## config.mk

```make
export PLATFORM = sky130hd
export DESIGN_NAME = ifetch_responder
export DESIGN_NICKNAME = d
export VERILOG_FILES = /design/src/rtl/ifetch_responder.sv
export SDC_FILE = /design/constraint.sdc
export NUM_CORES = 1
export LEC_CHECK = 0
export BUFFER_PORTS_ARGS = -buffer_cell sky130_fd_sc_hd__buf_2
export CAP_MARGIN = 15
export CORE_MARGIN = 5
export CORE_UTILIZATION = 40
export CTS_CLUSTER_DIAMETER = 30
export CTS_CLUSTER_SIZE = 25
export DETAILED_ROUTE_END_ITERATION = 16
export PLACE_DENSITY = 0.65
export SLEW_MARGIN = 20
export SYNTH_ARGS = -nofsm -noshare
export SYNTH_HDL_FRONTEND = slang
export SYNTH_SLANG_ARGS = --single-unit
```

## constraint.sdc

```tcl
create_clock -name clock_i -period 4.9 [get_ports clock_i]
set_input_delay 0.98 -clock clock_i [delete_from_list [all_inputs] [get_ports clock_i]]
set_output_delay 0.98 -clock clock_i [all_outputs]
set_load 0.02 [all_outputs]
```

## src/rtl/ifetch_responder.sv

```systemverilog
// Instruction-fetch responder: serves a 64-bit instruction pair from a single-line
// pair register, refilled from a 32-bit backing memory. Optional counter: IFETCH_PERF_CNT_EN.
module ifetch_responder (
  input  logic        clock_i,
  input  logic        reset_i,
  input  logic [9:0]  iaddr_i,
  output logic [63:0] idata_o,
  output logic        stall_o,
  output logic        mem_req_o,
  output logic [7:0]  mem_addr_o,
  input  logic        mem_ack_i,
  input  logic [31:0] mem_rdata_i
`ifdef IFETCH_PERF_CNT_EN
  ,
  output logic [31:0] stall_cycles_o
`endif
);

  typedef enum logic [1:0] {
    IDLE   = 2'd0,
    FETCH0 = 2'd1,
    FETCH1 = 2'd2
  } state_e;

  state_e      state_q;
  logic        valid_q;
  logic [7:0]  tag_q;
  logic [7:0]  fetch_tag_q;
  logic [63:0] pair_q;
  logic        mem_req_q;
  logic [7:0]  mem_addr_q;

  logic [7:0]  word_idx;
  logic        hit;

  assign word_idx = iaddr_i[9:2];
  assign hit      = valid_q && (tag_q == word_idx);

  // Stall is combinational so a hit costs no latency.
  assign stall_o    = reset_i | ~hit | (state_q != IDLE);
  assign idata_o    = pair_q;
  assign mem_req_o  = mem_req_q;
  assign mem_addr_o = mem_addr_q;

  // NOTE: sequential state uses non-blocking assignments so every register samples
  // pre-edge values; the pair register is reset too, so idata_o reads 0 out of reset.
  always_ff @(posedge clock_i or posedge reset_i) begin
    if (reset_i) begin
      state_q     <= IDLE;
      valid_q     <= 1'b0;
      tag_q       <= '0;
      fetch_tag_q <= '0;
      pair_q      <= '0;
      mem_req_q   <= 1'b0;
      mem_addr_q  <= '0;
    end else begin
      case (state_q)
        IDLE: begin
          if (!hit) begin
            fetch_tag_q <= word_idx;
            valid_q     <= 1'b0;
            mem_req_q   <= 1'b1;
            mem_addr_q  <= word_idx;
            state_q     <= FETCH0;
          end
        end
        FETCH0: begin
          if (mem_ack_i) begin
            pair_q[63:32] <= mem_rdata_i;
            mem_addr_q    <= fetch_tag_q + 8'd1;
            state_q       <= FETCH1;
          end
        end
        FETCH1: begin
          // The fill always completes under fetch_tag_q, even if iaddr_i moved.
          if (mem_ack_i) begin
            pair_q[31:0] <= mem_rdata_i;
            tag_q        <= fetch_tag_q;
            valid_q      <= 1'b1;
            mem_req_q    <= 1'b0;
            state_q      <= IDLE;
          end
        end
        default: state_q <= IDLE;
      endcase
    end
  end

`ifdef IFETCH_PERF_CNT_EN
  logic [31:0] stall_cnt_q;
  logic [31:0] stall_cnt_d;

  // NOTE: combinational next-state gets a default first so no latch is inferred.
  always_comb begin
    stall_cnt_d = stall_cnt_q;
    if (stall_o && (stall_cnt_q != 32'hFFFF_FFFF)) begin
      stall_cnt_d = stall_cnt_q + 32'd1;
    end
  end

  always_ff @(posedge clock_i or posedge reset_i) begin
    if (reset_i) begin
      stall_cnt_q <= '0;
    end else begin
      stall_cnt_q <= stall_cnt_d;
    end
  end

  assign stall_cycles_o = stall_cnt_q;
`endif

endmodule

```

# Word level (Yosys, flattened, before mapping)
# Index checks and enable logic that the tools add are counted.
[classes] addsub=1 n_eq_ne=6 mux=13 bitwise=3 n_reduce_logical=11
[op_table] cell="$mux W8" count=2
[op_table] cell="$pmux W8 S2" count=1
[op_table] cell="$reduce_and A3 Y1" count=3
[op_table] cell="$add A8 B1 Y8 const B" count=1
[op_table] cell="$eq A8 B8 Y1" count=1
[op_table] cell="$mux W2" count=3
[op_table] cell="$ne A2 B2 Y1 const B" count=3
[op_table] cell="$pmux W2 S3" count=1
[op_table] cell="$reduce_and A2 Y1" count=3
[op_table] cell="$reduce_bool A2 Y1" count=3
[op_table] cell="$mux W1" count=4
[op_table] cell="$pmux W1 S2" count=2
[op_table] cell="$eq A2 B1 Y1 const B" count=1
[op_table] cell="$eq A2 B2 Y1 const B" count=1
[op_table] cell="$logic_not A2 Y1" count=1
[op_table] cell="$or A1 B1 Y1" count=2
[op_table] cell="$logic_and A1 B1 Y1" count=1
[op_table] cell="$not A1 Y1" count=1
[word_totals] register_bits=92 out_inout_bits=74 elab_cells=42

# Depth between registers and ports, before layout
# Gate-level depths: netlist of the first run.
[depth] depth_word=5 depth_mapped=6 mapped_depth_nobuf=5

# Worst setup path after synthesis of the first run
# No wires, ideal clock.
[synth_path] path_kind="input -> output" start="in reset_i" end="out stall_o" t_arrival_ns=3.501 required_ns=3.920 slack_ns=0.419 path_stages=2 n_path_buf=0 cell_sequence="inv_1 -> nand3b_1"
[synth_between] elab_chain_len=2
[synth_rtl] element="start: declaration" line="5" rtl="input logic reset_i,"
[synth_rtl] element="$or A1 B1 Y1 (2 in series)" line="40" rtl="assign stall_o = reset_i | ~hit | (state_q != IDLE);"
[synth_rtl] element="end: declaration" line="8" rtl="output logic stall_o,"
# Every way passes these cells.

# Worst setup path after layout of the first run
[layout_path] start="in iaddr_i[5]" end="out stall_o"
[layout_between] elab_chain_len=5
[layout_rtl] element="start: declaration" line="6" rtl="input logic [9:0] iaddr_i,"
[layout_rtl] element="$eq A8 B8 Y1" line="37" rtl="assign hit = valid_q && (tag_q == word_idx);"
[layout_rtl] element="$logic_and A1 B1 Y1" line="37"
[layout_rtl] element="$not A1 Y1 (no source line)"
[layout_rtl] element="$or A1 B1 Y1 (2 in series)" line="40"
# Every way passes these cells.

==> results of run 1 <==
==> synth_stat cells (3+ instances only) <==
| cell | instances |
|---|---|
| nand2_1 | 104 |
| dfrtp_1 | 92 |
| mux2_2 | 48 |
| xnor2_1 | 9 |
| clkbuf_1 | 6 |
| a21oi_1 | 5 |
| inv_1 | 5 |
| mux2_4 | 5 |
| nor2_1 | 5 |
| buf_1 | 4 |
| buf_2 | 4 |
| nand3_1 | 3 |
| nand4_1 | 3 |
==> state kept, by name (all words and copies together) (netlist names) <==
signal,count
mem_req_o,1
valid_q,1
idata_o,64
tag_q,8
mem_addr_o,8
fetch_tag_q,8
state_q,2
==> cell usage in the layout, fill, tap and decap left out, drive strengths merged <==
master	n
clkinvlp	2
clkbuf	10
nand2	104
inv	7
nand3b	2
o21ai	2
and3	2
a211o	1
a21oi	5
a21boi	1
nand4	3
ha	1
a221o	1
dfrtp	92
and2	2
nor4	1
or3	2
a22o	1
nor2	5
a211oi	1
mux2i	1
o211a	1
buf	121
mux2	53
nand3	4
clkinv	2
xor2	2
a31oi	1
and4	2
xnor2	9
o31ai	2
and3b	1
==> metal layers <==
metal	share of wire	vias to the layer above	wire (µm)
li1	-	1305	-
met1	0.43	1281	3670
met2	0.50	66	4260
met3	0.047	10	395
met4	0.014	2	119
met5	0.0015	-	13
==> worst paths after layout <==
check                                            end  slack, ns
setup / recovery                             stall_o       1.64
hold / removal               idata_o[51]$_DFFE_PP0P_       0.48
max in group asynchronous    idata_o[34]$_DFFE_PP0P_       3.04
min in group asynchronous    idata_o[18]$_DFFE_PP0P_       0.63
hold reg to reg              idata_o[51]$_DFFE_PP0P_       0.48
setup reg to reg           mem_addr_o[3]$_DFFE_PP0P_       2.70
==> through the flow <==
| step | instances | utilization | power, mW |
|---|---|---|---|
| finish | 573 | 0.509 | 3.37 |
| global route | 573 | 0.509 | 3.62 |
| CTS | 572 | 0.507 | 3.41 |
| detailed placement | 556 | 0.486 | 2.91 |
| global placement | 556 | 0.486 | 2.87 |
| floorplan | 322 | - | 2.41 |
==> power groups by stage <==
stage,Sequential (mW),Combinational [mW],Clock (mW)
floorplan,1.72,0.692,0
global placement,1.36,1.51,0
detailed placement,1.38,1.53,0
CTS,1.36,1.53,0.514
global route,1.42,1.65,0.552
finish,1.36,1.51,0.500
==> cell type report <==
class / count / area [µm²]
clock inverters: 6 / 55.1
multi-input cells: 210 / 1400
repair buffers: 121 / 626
well taps: 129 / 161
clock buffers: 10 / 138
flip-flops and latches: 92 / 2300
inverters: 5 / 20.0
fillers: 879 / 4540
==> worst reg2reg max path, delay by kind of cell (launching register included) <==
kind / cells / cell delay, ns
mux: 1 / 0.42
flops: 1 / 0.39
compound gates: 1 / 0.88
simple gates: 1 / 0.23
xor+xnor: 1 / 0.16
==> logic make-up (layout without fill, tap and decap cells) <==
group           Yosys count  in the layout
simple gates            128            128
compound gates           16             16
flops                    92             92
xor+xnor                 11             11
mux                      54             54
fa+ha+maj                 1              1
buf+inv                  20            142
==> impl_results.md, run 1 <==
* Max transition margin at 0.309
* Post-route ant nets at 0
* Pwr dens at just over 700 nW/µm²
* Worst Reg2Reg Path Length in Cells at 4
* Post-route clock period utilization at 0.666
* Adder-Cell Fraction of Synth Area at 0.00330
* Hold buffers post-CTS at 0
* DRT Wirelength at 8.45 mm
* Startpoint types: input pin
* Area Overhead vs Synth at 24.1%
* DRC at 0
* Initial antenna violation count at 1
* Pre-CTS WS at around 1.6 ns
* Reg-to-Reg Start: tag_q[3]$_DFFE_PP0P_
* Final Wtd Congestion at approximately 0.74
* Largest net degree at the start of global routing at 64
* Number of synthesized flops with an enable pin at 0
* RSZ-0062 raised after global routing: false
* Crit path top cell by count: buf_2
* Main combinational cell family by area after synthesis: multiplexers
* Detail Placement HPWL at between 5 and 6 mm
* WL per Instance at 14.8 µm
* WP data arrival at ~2.3 ns
* TritonCTS Buffers at 9
* Post-synthesis compound-gate area fraction at 0.0324
* Post-Syn Area at about 3800 µm²
* Crit path depth at 6
* # rows at 35
* Final worst slack at 1.64 ns
* Min Hold Slack at roughly 0.48 ns
* Maxcap violations at 0
* Post-CTS Setup Bufs at 0
* Top FF cell, synth: dfrtp_1
* Met1 Track Usage GR at 0.196
* Hold path start: idata_o[51]$_DFFE_PP0P_
* Global-route track usage on met2 at 0.250
* Clk pwr share at 0.148
* WP data required at between 3 and 4 ns
* CTS clk-pin slew, worst paths at about 0.11 ns
* Mean Syn Cell Area at about 12 µm²
* DRT Pass-1 Iters at 6
* Clk root buf: clkbuf_8
* Final setup TNS at 0 ns
* Synth area leaders: dfrtp_1 (61%), mux2_2 (14%), nand2_1 (10%), xnor2_1 (2.1%), mux2_4 (2.0%)
* H-tree levels at 3
* Number of storage elements in the synthesis netlist at just over 90
* Net Switching at around 1.4 mW
* Critical path class: input pin to output port
* Initial DRC Count at 85
* Post-synth ARST share at 1.00
* Antenna Cells at 0
* Via count at ~2700
* CP max stage cell: or3_1
* Tot GR Track Use at 0.151
* Setup Viol. Count Final at 0
* Die Y at around 110 µm
* Delay-heaviest family, CP: simple AND/OR/NAND/NOR gates
* Clock Latency Late Sink at 0.36 ns
* Synth Area in XOR/XNOR at 0.0254
* Fmax at 306 MHz
* Final Hold Fails at 0
* Tmin final at 3.26 ns
* Design area at between 4000 and 5000 µm²
* Mux share of post-synthesis cell area at 0.165
* IO Pins at 119
* Share of the synthesized area in the top cell type at 0.608
* Seq/Total Area, Yosys at 0.608
* Crit path capture type: output port
* Clock sinks at 92
* Hold Path Cell Cnt at 2
* Port Buffer Count at between 100 and 150
* Switch share at 0.415
* CP bufs+invs at 2
* Vias per std cell at ~4.6
* Comb power frac at 0.448
* Crit-path cells: buf_2 -> xnor2_1 -> nand4_1 -> or3_1 -> nand3b_1 -> buf_2
* Placed inst area at 4490 µm²
* Share of layout cells above drive strength 1 at 0.437
* Worst-case clock buffer depth at 2
* Synth Instances at between 300 and 400
* Fin. max-slew vios at 0
* Timing startpoint of the critical path: iaddr_i[5]
* CP max FO at 3
* Hold Path Class: flip-flop to flip-flop
* First-pass GRT wire length at 13.9 mm
* VDD IR max at roughly 0.28 mV
* Die Wd at roughly 110 µm
* Int Power at between 1.5 and 2 mW
* Sequential power share at 0.404
* Overflow after GRT at 0
* Syn_nets at between 300 and 400
* GRT Max-Usage Layer: met2
* Met3 Track Usage GR at 0.0342
* Distinct cells, synth at 35
* Vias in the first global route at 2738
* Layout Skew at roughly 0.013 ns
* Simple logic cell fraction of the synthesized area at 0.142
* Status: complete, no violations
* Area leader, netlist: dfrtp_1
* CTS tree: yes
* Die Area at about 12000 µm²
* Max incr delay on CP at between 0.4 and 0.5 ns
* Synth warn at 0
* Starting Density at 0.410
* LEAKAGE at around 2.4 nW
* Nets at approximately 490
* Worst-Margin Slew at between 1 and 1.5 ns
* Post-CTS resize count at 0
* Core area at ~9200 µm²
Note: power is estimated with default switching activity, not from simulation.
==> run 2: changes to the inputs <==
==> constraint.sdc (replaced) <==
create_clock -name clock_i -period 3.3 [get_ports clock_i]
set_input_delay 0.66 -clock clock_i [delete_from_list [all_inputs] [get_ports clock_i]]
set_output_delay 0.66 -clock clock_i [all_outputs]
set_load 0.02 [all_outputs]
==> run 2 against run 1 <==
  * Non-clock buffer count grew 4
  * Global-route usage is essentially flat
  * Sequential power rose by 49%
  * Worst hold slack better by 0.0017 ns
  * Sequential share of layout area is 0.58 points lower
  * Die area did not move
  * Largest power group unchanged
  * Power increased by 53%
  * Routed wire length grew 1.2%
==> impl_results.md, run 2 (same netlist as run 1, synthesis figures left out) <==
* Status: complete, no violations
* Non-Filler Instances at 577 (+0.70%)
* CP max FO at 3 (unchanged)
* Post-route ant nets at 0 (unchanged)
* Post-CTS resize count at 0 (unchanged)
* Worst-case clock buffer depth at 2 (unchanged)
* Vias per std cell at 4.67 (+0.46%)
* Final setup TNS at 0 ns (unchanged)
* Port Buffer Count at 116 (unchanged)
* CTS tree: yes
* Reg-to-Reg Start: state_q[0]$_DFFE_PP0P_
* Hold buffers post-CTS at 0 (unchanged)
* CTS clk-pin slew, worst paths at 0.10 ns (about the same)
* Die Area at 11500 µm² (unchanged)
* LEAKAGE at 2.43 nW (+1.2%)
* Share of layout cells above drive strength 1 at 0.440 (+0.00280)
* Post-route clock period utilization at 0.782
* Core area at 9240 µm² (unchanged)
* Clk root buf: clkbuf_8
* Die Y at 107 µm (unchanged)
* WP data arrival at 1.92 ns (-0.36 ns)
* Detail Placement HPWL at 6.24 mm (+5.9%)
* Placed instance count at 561 (+0.90%)
* IO Pins at 119 (unchanged)
* Most common cell after layout, fill and taps aside: buf_2
* Hold Path Class: flip-flop to flip-flop
* WP data required at 2.64 ns (-1.28 ns)
* Fmax at between 300 and 400 MHz
* Post-CTS Setup Bufs at 0 (unchanged)
* Tmin final at about 2.6 ns
* Critical path class: input pin to output port
* Clock Latency Late Sink at 0.35 ns (about the same)
* Initial antenna violation count at 1 (unchanged)
* Pwr dens at 1080 nW/µm² (+51%)
* Max FFs per register at 64 (unchanged)
* First-pass GRT wire length at 13.8 mm (-0.99%)
* Largest net degree at the start of global routing at 50 (-22%)
* Clock sinks at 92 (unchanged)
* Setup Viol. Count Final at 0 (unchanged)
* Vias in the first global route at 2769 (+1.1%)
* DRT Pass-1 Iters at 4 (-2)
* # rows at 35 (unchanged)
* VDD IR max at 0.429 mV (+56%)
* Die Wd at 107 µm (unchanged)
* Starting Density at 0.410 (unchanged)
* RSZ-0062 raised after global routing: false
* Startpoint types: input pin
* Antenna Cells at 0 (unchanged)
* Initial DRC Count at 109 (+28%)
* Crit path capture type: output port
* Commonest non-fill, non-tap cells in the layout: buf_2 (116), nand2_1 (104), dfrtp_1 (92)
* WL per Instance at 14.8 µm (+0.47%)
* Tot GR Track Use at 0.151 (about the same)
* DRC at 0 (unchanged)
* Nets at 489 (+0.82%)
* Final Wtd Congestion at 0.786 (+6.6%)
* H-tree levels at 3 (unchanged)
* Area Overhead vs Synth at 25.6%
* DRT Wirelength at 8.55 mm (+1.2%)
* Layout Skew at 0.0104 ns (-0.00232 ns)
* Total power at 5.15 mW (+53%)
* Via count at 2695 (+1.2%)
* Worst-Margin Slew at 0.622 ns (-0.414 ns)
* Overflow after GRT at 0 (unchanged)
* Util after Layout at 0.515 (+0.00609)
* Hold path start: idata_o[57]$_DFFE_PP0P_
* Fin. max-slew vios at 0 (unchanged)
* Timing startpoint of the critical path: iaddr_i[6]
* Maxcap violations at 0 (unchanged)
* TritonCTS Buffers at 9 (unchanged)
* Final Hold Fails at 0 (unchanged)
* Max transition margin at 0.585 (+0.276)
run 2: critical path: stages:
cell and delay, ns:
buf_2 0.11, xnor2_1 0.18, nand4_1 0.22, or3_1 0.39, nand3b_1 0.18, buf_2 0.17
run 2: layout make-up:
class                   count  area (µm²)
multi-input cells         210        1400
clock buffers              10         128
repair buffers            125         648
inverters                   5        22.5
fillers                   897        4480
flip-flops and latches     92        2300
clock inverters             6        96.3
well taps                 129         161
run 2: per-layer routing:
layer	global-route usage	wire length, µm
met1	0.193	3640
met4	0.0575	137
met5	0	13
met2	0.252	4320
met3	0.0324	444
run 2: report_power, final:
group / internal, mW / switching, mW / total, mW
clock network: 0.437 / 0.412 / 0.849
logic: 0.951 / 1.32 / 2.27
registers: 1.68 / 0.341 / 2.03
run 2: final timing paths:
kind / to / slack, ns / depth (start not counted)
setup / recovery: stall_o / 0.72 / 6
hold / removal: idata_o[57]$_DFFE_PP0P_ / 0.48 / 2
setup reg to reg: tag_q[1]$_DFFE_PP0P_ / 1.45 / 4
hold reg to reg: idata_o[57]$_DFFE_PP0P_ / 0.48 / 2
max in group asynchronous: tag_q[0]$_DFFE_PP0P_ / 1.79 / 4
min in group asynchronous: idata_o[39]$_DFFE_PP0P_ / 0.52 / 3
run 2: stage by stage:
| stage | cell area, µm² | setup slack, ns | hold slack [ns] |
|---|---|---|---|
| 2_1_floorplan | 3790 | 0.0698 | 0.475 |
| 3_3_place_gp | 4530 | 0.701 | 0.453 |
| 3_5_place_dp | 4530 | 0.687 | 0.457 |
| 4_1_cts | 4760 | 0.686 | 0.481 |
| 5_1_grt | 4760 | 0.593 | 0.496 |
| 6_report | 4760 | 0.718 | 0.479 |
==> run 3: changes to the inputs <==
--- a/config.mk
+++ b/config.mk
@@ -5,6 +5,7 @@
 export SDC_FILE = /design/constraint.sdc
 export NUM_CORES = 1
 export LEC_CHECK = 0
+export ABC_AREA = 1
 export BUFFER_PORTS_ARGS = -buffer_cell sky130_fd_sc_hd__buf_2
 export CAP_MARGIN = 15
 export CORE_MARGIN = 5
==> constraint.sdc (replaced) <==
create_clock -name clock_i -period 2.7 [get_ports clock_i]
set_input_delay 0.54 -clock clock_i [delete_from_list [all_inputs] [get_ports clock_i]]
set_output_delay 0.54 -clock clock_i [all_outputs]
set_load 0.02 [all_outputs]
==> run 3 against run 2 <==
  * Setup slack got worse by 0.14 ns
  * Power up 16%
  * Count of clock-buffer cells in the layout shrank 1
  * Final cell count is 16% higher
  * Register-to-register slack worse by 0.37 ns
  * Sequential power is 19% higher
  * Clock power increased by 31%
  * Flip-flop and latch count stayed put
==> impl_results.md, run 3 <==
* Post-route clock period utilization at 0.787
* Vias in the first global route at 3080 (+11%)
* Setup Viol. Count Final at 0 (unchanged)
* DRT Pass-1 Iters at 4 (unchanged)
* Synth warn at 0 (unchanged)
* Final setup TNS at 0 ns (unchanged)
* Area Overhead vs Synth at 25.7% (about the same)
* Clk root buf: clkbuf_8
* Final Wtd Congestion at 0.819 (+4.2%)
* Final Hold Fails at 0 (unchanged)
* Vias per std cell at 4.62 (-1.1%)
* Max incr delay on CP at 0.40 ns (about the same)
* H-tree levels at 3 (unchanged)
* VDD IR max at 0.570 mV (+33%)
* Via count at 3095 (+15%)
* Maxcap violations at 0 (unchanged)
* Tot GR Track Use at 0.160 (+0.00901)
* # rows at 35 (unchanged)
* Die Area at 11500 µm² (-0.35%)
* Total power at 5.99 mW (+16%)
* Final worst slack at 0.575 ns (-0.143 ns)
* DRC at 0 (unchanged)
* Commonest cells post-synth: nand2_1 (128), dfrtp_1 (92), o21ai_0 (90)
* Crit path capture type: output port
* Antenna Cells at 0 (unchanged)
* Max FFs per register at 64 (unchanged)
* Die Wd at 107 µm (-0.18%)
* Crit-path cells: inv_1 -> nand2_1 -> nand2_1 -> nand2_1 -> nor2_1 -> nand3_2 -> nor2_1 -> nand2_1 -> buf_2
* Syn_nets at 470 (+28%)
* WP data arrival at 1.58 ns (-0.34 ns)
* WL per Instance at 13.0 µm (-13%)
* Commonest non-fill, non-tap cells in the layout: nand2_1 (127), buf_2 (116), dfrtp_1 (92)
* Area leader, netlist: dfrtp_1
* Nets at 582 (+19%)
* Detail Placement HPWL at 6.13 mm (-1.8%)
* Pwr dens at 1260 nW/µm² (+17%)
* RSZ-0062 raised after global routing: false
* Post-route ant nets at 0 (unchanged)
* Starting Density at 0.408 (-0.00162)
* Initial DRC Count at 133 (+22%)
* IO Pins at 119 (unchanged)
* Post-CTS resize count at 0 (unchanged)
* LEAKAGE at 2.60 nW (+6.9%)
* CTS tree: yes
* CP max stage cell: dfrtp_1
* Crit path top cell by count: nand2_1
* Hold buffers post-CTS at 0 (unchanged)
* Worst-Margin Slew at 0.498 ns (-0.124 ns)
* Worst-case clock buffer depth at 2 (unchanged)
* Status: complete, no violations
* Fmax at 471 MHz
* Clock sinks at 92 (unchanged)
* First-pass GRT wire length at 14.6 mm (+6.3%)
* Fin. max-slew vios at 0 (unchanged)
* Layout Skew at 0.00652 ns (-0.00385 ns)
* Seq/Total Area, Yosys at 0.610 (+0.00242)
* Hold Path Class: input pin to async pin
* Most common cell after layout, fill and taps aside: nand2_1
* WP data required at 2.16 ns (-0.48 ns)
* Share of the synthesized area in the top cell type at 0.610 (+0.00242)
* Initial antenna violation count at 0 (-1)
* Post-synth ARST share at 1.00 (unchanged)
* Share of layout cells above drive strength 1 at 0.268 (-0.172)
* Tmin final at about 2.1 ns
* Overflow after GRT at 0 (unchanged)
* Util after Layout at 0.513 (-0.00162)
* Top FF cell, synth: dfrtp_1
* Most frequent cell after synthesis: nand2_1
* Startpoint types: flip-flop
* Max transition margin at 0.668 (+0.0830)
* Largest net degree at the start of global routing at 93 (+86%)
* Distinct cells, synth at 21 (-40%)
* Number of synthesized flops with an enable pin at 0 (unchanged)
* Die Y at 107 µm (-0.18%)
* Critical path class: flip-flop to output port
* Synth area leaders: dfrtp_1 (61%), nand2_1 (13%), o21ai_0 (12%), inv_1 (5.5%), nand3_1 (2.4%)
* Synth Instances at 424 (+32%)
* Mean Syn Cell Area at 8.90 µm² (-24%)
* Pre-CTS WS at 0.623 ns (-0.0644 ns)
* Post-CTS Setup Bufs at 0 (unchanged)
* Number of storage elements in the synthesis netlist at 92 (unchanged)
* TritonCTS Buffers at 9 (unchanged)
* CP max FO at 3 (unchanged)
* CTS clk-pin slew, worst paths at 0.09 ns (about the same)
* Port Buffer Count at 116 (unchanged)
* DRT Wirelength at 8.68 mm (+1.5%)
* Placed instance count at 654 (+17%)
* Clock Latency Late Sink at 0.35 ns (about the same)
* Core area at 9240 µm² (unchanged)
* Non-Filler Instances at 670 (+16%)
* Post-Syn Area at 3770 µm² (-0.40%)
run 3: where the power goes:
part	switching [mW]	total [mW]	leakage, nW	internal, mW
clock	0.489	1.11	0.116	0.619
sequential	0.391	2.41	1.15	2.02
combinational	1.66	2.47	1.34	0.818
total	2.54	5.99	2.60	3.45
run 3: cells by family (layout without fill, tap and decap cells):
logic type                 Yosys count  after routing  share of synthesized area
AOI/OAI and AO/OA                   93             93                      0.125
buffers and inverters               75            192                     0.0816
adders and majority gates            1              1                    0.00332
and+or+nand+nor                    159            159                      0.171
DFF                                 92             92                      0.610
xor gates and xnor gates             4              4                    0.00929
run 3: final timing paths:
check	startpoint	to	slack, ns	cells past startpoint
worst min-delay path	reset_i	tag_q[2]$_DFFE_PP0P_	0.31	3
worst max register to register	tag_q[6]$_DFFE_PP0P_	mem_addr_o[6]$_DFFE_PP0P_	1.08	10
min in group clock_i	mem_rdata_i[1]	idata_o[33]$_DFFE_PP0P_	0.44	3
max in group asynchronous	reset_i	idata_o[39]$_DFFE_PP0P_	1.99	3
worst max-delay path	tag_q[6]$_DFFE_PP0P_	stall_o	0.58	9
worst min register to register	idata_o[33]$_DFFE_PP0P_	idata_o[33]$_DFFE_PP0P_	0.48	2
run 3: final cells by class:
type | count | area, µm²
Clock inverter | 7 | 123
Sequential cell | 92 | 2300
Fill cell | 903 | 4500
Clock buffer | 9 | 124
Inverter | 56 | 214
Multi-Input combinational cell | 257 | 1170
Timing Repair Buffer | 120 | 648
Tap cell | 129 | 161
run 3: worst max-delay path, delay by kind of cell (launching register included):
family                 cells  cell delay, ns
and+or+nand+nor            7            0.59
DFF                        1            0.40
buffers and inverters      2            0.23
run 3: per-stage QoR:
| step | hold WS [ns] | cell area [µm²] |
|---|---|---|
| floorplan | 0.453 | 3780 |
| global placement | 0.461 | 4500 |
| CTS | 0.333 | 4740 |
| finish | 0.311 | 4740 |
| global route | 0.361 | 4740 |
| detailed placement | 0.468 | 4500 |
run 3: per-layer routing:
layer / up-vias / routed length, µm / GRT usage / part of all wire
li1: 1556 / - / - / -
met1: 1440 / 3690 / 0.198 / 0.43
met2: 86 / 4180 / 0.260 / 0.48
met3: 13 / 681 / 0.0560 / 0.078
met4: 0 / 126 / 0.0566 / 0.015
met5: - / 0 / 0 / 0
